==> config.mk <==
export PLATFORM = sky130hd
export DESIGN_NAME = bus_arbiter
export DESIGN_NICKNAME = d
export VERILOG_FILES = /design/src/rtl/bus_arbiter.sv
export SDC_FILE = /design/constraint.sdc
export NUM_CORES = 1
export LEC_CHECK = 0
export CAP_MARGIN = 10
export CORE_MARGIN = 4
export CORE_UTILIZATION = 42
export DETAILED_ROUTE_END_ITERATION = 7
export HOLD_SLACK_MARGIN = 0.06
export PLACE_DENSITY_LB_ADDON = 0.25
export SYNTH_ARGS = -nofsm -noshare
export SYNTH_HDL_FRONTEND = slang
export SYNTH_SLANG_ARGS = --single-unit
==> constraint.sdc <==
create_clock -name clk -period 2.3 [get_ports clk]
set_input_delay 0.46 -clock clk [delete_from_list [all_inputs] [get_ports clk]]
set_output_delay 0.46 -clock clk [all_outputs]
set_load 0.02 [all_outputs]
==> src/rtl/bus_arbiter.sv <==
// Two-port (fetch / data) round-robin arbiter in front of a single
// non-pipelined bus master. One transfer is in flight at a time:
// IDLE -> ADDR -> DATA -> IDLE. A wait counter forces error completion
// when the bus holds ready low for TIMEOUT consecutive cycles in one phase.
module bus_arbiter #(
  parameter int unsigned TIMEOUT = 16
) (
  input  logic        clk,
  input  logic        rst,
  input  logic        f_req,
  input  logic [31:0] f_addr,
  output logic        f_done,
  output logic [31:0] f_rdata,
  output logic        f_err,
  input  logic        d_req,
  input  logic        d_write,
  input  logic [31:0] d_addr,
  input  logic [31:0] d_wdata,
  output logic        d_done,
  output logic [31:0] d_rdata,
  output logic        d_err,
  output logic [1:0]  m_trans,
  output logic        m_write,
  output logic [31:0] m_address,
  output logic [31:0] m_write_data,
  input  logic [31:0] m_read_data,
  input  logic        m_ready,
  input  logic        m_response,
  output logic        busy
);

  typedef enum logic [1:0] {
    ST_IDLE = 2'd0,
    ST_ADDR = 2'd1,
    ST_DATA = 2'd2
  } state_e;

  localparam logic [1:0] TRANS_IDLE   = 2'b00;
  localparam logic [1:0] TRANS_NONSEQ = 2'b10;
  localparam logic       OWN_FETCH    = 1'b0;
  localparam logic       OWN_DATA     = 1'b1;
  localparam logic [7:0] TIMEOUT_W    = 8'(TIMEOUT);

  state_e      state_q, state_d;
  logic        owner_q, owner_d;
  logic        last_q, last_d;
  logic [31:0] addr_q, addr_d;
  logic        write_q, write_d;
  logic [31:0] wdata_q, wdata_d;
  logic [7:0]  wait_q, wait_d;
  logic        f_done_q, f_done_d, f_err_q, f_err_d;
  logic        d_done_q, d_done_d, d_err_q, d_err_d;
  logic [31:0] f_rdata_q, f_rdata_d, d_rdata_q, d_rdata_d;

  logic        f_elig, d_elig, pick_data;
  logic        finish, finish_err, load_rdata, wait_expired;

  // Next-state, arbitration, latching and completion reporting.
  always_comb begin
    // NOTE: every signal written here gets a default first, so no path
    // leaves one unassigned and no latch is inferred.
    state_d    = state_q;
    owner_d    = owner_q;
    last_d     = last_q;
    addr_d     = addr_q;
    write_d    = write_q;
    wdata_d    = wdata_q;
    wait_d     = wait_q;
    f_done_d   = 1'b0;
    f_err_d    = 1'b0;
    d_done_d   = 1'b0;
    d_err_d    = 1'b0;
    f_rdata_d  = f_rdata_q;
    d_rdata_d  = d_rdata_q;
    finish     = 1'b0;
    finish_err = 1'b0;
    load_rdata = 1'b0;

    // A port whose done is high this cycle is still holding the request
    // that just completed; it must not be reissued.
    f_elig       = f_req & ~f_done_q;
    d_elig       = d_req & ~d_done_q;
    // On a tie, data wins only if fetch was granted last.
    pick_data    = d_elig & (~f_elig | (last_q == OWN_FETCH));
    wait_expired = (wait_q == TIMEOUT_W - 8'd1);

    unique case (state_q)
      ST_IDLE: begin
        if (f_elig | d_elig) begin
          owner_d = pick_data;
          last_d  = pick_data;
          addr_d  = pick_data ? d_addr : f_addr;
          write_d = pick_data & d_write;
          wdata_d = pick_data ? d_wdata : 32'd0;
          wait_d  = 8'd0;
          state_d = ST_ADDR;
        end
      end
      ST_ADDR: begin
        if (m_ready) begin
          wait_d  = 8'd0;
          state_d = ST_DATA;
        end else begin
          wait_d = wait_q + 8'd1;
          if (wait_expired) begin
            state_d    = ST_IDLE;
            finish     = 1'b1;
            finish_err = 1'b1;
          end
        end
      end
      ST_DATA: begin
        if (m_ready) begin
          state_d    = ST_IDLE;
          finish     = 1'b1;
          finish_err = m_response;
          load_rdata = 1'b1;
        end else begin
          wait_d = wait_q + 8'd1;
          if (wait_expired) begin
            state_d    = ST_IDLE;
            finish     = 1'b1;
            finish_err = 1'b1;
          end
        end
      end
      default: state_d = ST_IDLE;
    endcase

    // Only the owner of the finishing transfer sees done/err.
    if (finish) begin
      if (owner_q == OWN_DATA) begin
        d_done_d = 1'b1;
        d_err_d  = finish_err;
        if (load_rdata) d_rdata_d = m_read_data;
      end else begin
        f_done_d = 1'b1;
        f_err_d  = finish_err;
        if (load_rdata) f_rdata_d = m_read_data;
      end
    end
  end

  // State and datapath registers, cleared asynchronously.
  always_ff @(posedge clk or negedge rst) begin
    if (!rst) begin
      state_q   <= ST_IDLE;
      owner_q   <= OWN_FETCH;
      last_q    <= OWN_DATA;
      addr_q    <= 32'd0;
      write_q   <= 1'b0;
      wdata_q   <= 32'd0;
      wait_q    <= 8'd0;
      f_done_q  <= 1'b0;
      f_err_q   <= 1'b0;
      d_done_q  <= 1'b0;
      d_err_q   <= 1'b0;
      f_rdata_q <= 32'd0;
      d_rdata_q <= 32'd0;
    end else begin
      // NOTE: non-blocking assignments so every flop samples the values
      // from before this edge, independent of statement order.
      state_q   <= state_d;
      owner_q   <= owner_d;
      last_q    <= last_d;
      addr_q    <= addr_d;
      write_q   <= write_d;
      wdata_q   <= wdata_d;
      wait_q    <= wait_d;
      f_done_q  <= f_done_d;
      f_err_q   <= f_err_d;
      d_done_q  <= d_done_d;
      d_err_q   <= d_err_d;
      f_rdata_q <= f_rdata_d;
      d_rdata_q <= d_rdata_d;
    end
  end

  assign m_trans      = (state_q == ST_ADDR) ? TRANS_NONSEQ : TRANS_IDLE;
  assign m_write      = (state_q != ST_IDLE) & write_q;
  assign m_address    = addr_q;
  assign m_write_data = wdata_q;
  assign busy         = (state_q != ST_IDLE);
  assign f_done       = f_done_q;
  assign f_err        = f_err_q;
  assign f_rdata      = f_rdata_q;
  assign d_done       = d_done_q;
  assign d_err        = d_err_q;
  assign d_rdata      = d_rdata_q;

endmodule

==> summary.txt <==
Drt
  – DRC Markers: 0
  – Final wirelength: around 16 mm
  – Router iterations before antenna repair: 4
  – WL/cell: 18.1 um
  – Avg Vias per Cell: 4.97
  – Post-route ant nets: 0
  – Vias: around 4500
  – Drt initial violations: just under 200

Critical path
  – Critical Path End Type: output pin
  – CP Launch Point: state_q[0]$_DFFE_PN0P_
  – R2R cell count: 6
  – Crit path launch type: flip-flop
  – Req. time, crit path: approximately 1.8 ns
  – Crit path max fanout: 4
  – CP Class: reg2out
  – Critical Path AT: ~1.7 ns
  – Reg-to-Reg Start: state_q[1]$_DFFE_PN0P_

Power and ir drop
  – Final Total Pwr: 12.9 mW
  – Combinational power share: 45.7%
  – Leak pwr: 4.31 nW
  – Clk pwr share: 21.8%
  – Net Sw Power: 4.59 mW
  – Worst vdd ir: 0.000738 V
  – Reg power frac: approximately a third
  – Sw Ratio: a little over a third
  – Pint: 8.34 mW
  – Power Density: between 1000 and 1500 nW/um^2

Placed design
  – Gpl congestion: 0.871
  – Port bufs: ~270
  – Post-detail-place hpwl: 12.1 mm
  – Area after DPL: just under 9000 um^2

Clocking
  – Setup bufs post-CTS: 0
  – CTS tree: built
  – Clk_lat worst skew: 0.42 ns
  – H-tree Lvls: 4
  – TritonCTS buffer count: 17
  – Max Buffers Root-to-Sink: 2
  – Clock-pin slew on the worst setup and hold paths: 0.06 ns
  – Clk sink count: 145
  – Root Driver: clkbuf_16

Timing
  – Clk_skew: 0.00629 ns
  – Final setup TNS: 0 ns
  – Final hold slack: 0.477 ns
  – Endpoints failing hold: 0
  – Min cycle time layout: 2.18 ns
  – Final worst path period share: 94.7%
  – Final Max Slew Viols: 0
  – RSZ-0062 raised after global routing: false
  – Final Setup Violations: 0
  – F_max: 459 MHz

Logic synthesis
  – Top FF cell, synth: dfrtp_1
  – Async S/R FF share, synth: 100%
  – Mux contribution to synthesized area: around 18%
  – Seq cells post-synth: 145
  – Largest area contributor in the netlist: dfrtp_1
  – Post-Synth XOR/XNOR Area: 0%
  – Compound-Gate Fraction of Synth Area: 10.8%
  – Sequential fraction of the synthesis area: about three fifths
  – Largest cells by area after synthesis: dfrtp_1 61%, mux2_2 12%, a22o_1 5.9%, mux2i_1 5.6%, o21ai_0 3.4%
  – Synth top cells by count: 144 x dfrtp_1, 64 x mux2_2, 40 x a22o_1, 40 x o21ai_0, 34 x nand2_1
  – Post-synth EDFFs: 0
  – Syn Std Cell Area: a little under 6000 um^2
  – Post-synthesis simple-gate area fraction: 5.80%
  – Adder-cell share of the synthesized area: 1.06%
  – Largest family of logic cells by synthesized area: multiplexers
  – Cell with the most instances after synthesis: dfrtp_1
  – Syn nets: 578
  – Syn Area/Cell: 13.5 um^2
  – Yosys cell types: 38
  – Synth warnings: 0
  – Post-Syn Instances: 438
  – Post-synth top area share: 60.8%

Floorplan
  – Core area: between 10000 and 15000 um^2
  – Initial core utilization: between 40% and 50%
  – Row count: 43
  – Die Y: 127 um
  – Top-Level Pins: ~270
  – Die width: roughly 130 um
  – Die footprint: 16100 um^2

Layout
  – Fill cell instance count of the final layout: 985
  – Area grow syn2layout: 59.4%
  – Share of cells above drive strength 1: between 15 and 20%
  – Ant diodes: 0
  – Final-stage net count: 851
  – Design Area, Final: 9450 um^2

Run
  – Max-cap violations: 0

Global routing
  – Vias in the first global route: 4839
  – First-pass GRT wire length: ~26 mm
  – Gr usage total: 20.5%
  – Largest net degree at the start of global routing: 76
  – Gr ovfl total: 0
  – Initial antenna violation count: 0

Status
  – Status: finished, final reports clean

Worst hold path
  – HP Class: reg2reg
  – Hold depth: 2
  – Hold Crit Start: m_address[6]$_DFFE_PN0P_
## layout by cell type (no fill, tap or decap), types with 2 or more instances in the layout
| cell | n |
|---|---|
| clkbuf_16 | 17 |
| buf_4 | 4 |
| clkinvlp_4 | 2 |
| clkbuf_8 | 2 |
| nor3_1 | 3 |
| mux2_2 | 64 |
| nor2_1 | 8 |
| ha_1 | 4 |
| dlygate4sd2_1 | 3 |
| inv_6 | 3 |
| o21a_1 | 2 |
| nand2_1 | 34 |
| o21ai_0 | 40 |
| nand3_1 | 4 |
| and3_1 | 4 |
| dfrtp_1 | 144 |
| bufinv_16 | 3 |
| mux2i_1 | 33 |
| a21bo_2 | 2 |
| and2b_2 | 2 |
| a21o_1 | 2 |
| inv_1 | 4 |
| a22o_1 | 40 |
| nor2b_1 | 3 |
| buf_12 | 6 |
| clkinv_4 | 2 |
| clkdlybuf4s50_1 | 265 |
| nand4_1 | 3 |
## metrics by stage
step,instances,setup WS (ns),utilization (%)
4_1_cts,903,0.0535,68.3
6_report,903,0.122,68.3
3_5_place_dp,871,0.164,63.8
2_1_floorplan,438,0.526,-
3_3_place_gp,871,0.231,63.8
5_1_grt,903,0.0410,68.3
## power by group through the flow
stage | Clock, mW | Combinational [mW] | Sequential, mW
CTS | 2.88 | 5.99 | 4.21
detailed placement | 0 | 5.99 | 4.22
global placement | 0 | 5.88 | 4.19
floorplan | 0 | 1.87 | 5.40
finish | 2.82 | 5.91 | 4.20
global route | 3.01 | 6.30 | 4.32
## path summary, 6_finish.rpt
path,end,slack [ns]
min in group asynchronous,d_rdata[2]$_DFFE_PN0P_,0.54
min reg2reg,m_address[6]$_DFFE_PN0P_,0.48
max in group asynchronous,d_rdata[26]$_DFFE_PN0P_,1.04
max,m_write,0.12
max reg2reg,wait_q[5]$_DFFE_PN0P_,0.50
min,m_address[6]$_DFFE_PN0P_,0.48
## worst max-delay path, stage by stage, from the launching register on
cell and delay [ns]:
dfrtp_1 0.41, inv_1 0.11, ha_2 0.23, and2b_2 0.22, dlygate4sd2_1 0.33
## kinds of logic (layout without fill, tap and decap cells)
| group | Yosys count | in the layout |
|---|---|---|
| flops | 145 | 145 |
| mux | 97 | 97 |
| compound gates | 91 | 91 |
| simple gates | 68 | 68 |
| buf+inv | 31 | 316 |
| fa+ha+maj | 5 | 5 |
| other cells | 1 | 1 |
## state kept, by name, summed over array words and instances (netlist names)
signal,cells
owner_q,1
write_q,1
d_rdata,32
m_write_data,32
f_rdata,32
wait_q,8
d_err,1
f_err,1
d_done,1
state_q,2
m_address,32
f_done,1
last_q,1
## timing repair
item | in CTS | in global routing
endpoints found under the setup margin | 3 | 1
hold buffers | 1 | 0
resized for setup | 3 | 1
endpoints found under the hold margin | 45 | 0
## routing by layer
metal | part of all wire (%) | GRT usage, % | vias up | routed length, um
met5 | 0 | 0 | - | 0
met4 | 1.9 | 7.26 | 0 | 314
met3 | 10 | 8.72 | 25 | 1630
met2 | 49 | 33.7 | 200 | 7950
met1 | 39 | 24.1 | 2145 | 6430
li1 | - | - | 2117 | -
## final cells by class
cell class / count / area [um^2] / area share, %
repair buffers: 280 / 2850 / 30.2
well taps: 180 / 225 / 2.38
flip-flops and latches: 145 / 3630 / 38.4
inverters: 5 / 18.8 / 0.199
clock inverters: 11 / 154 / 1.63
clock buffers: 20 / 457 / 4.83
multi-input cells: 262 / 2110 / 22.4
No activity file was read; power rests on OpenSTA's default activity.
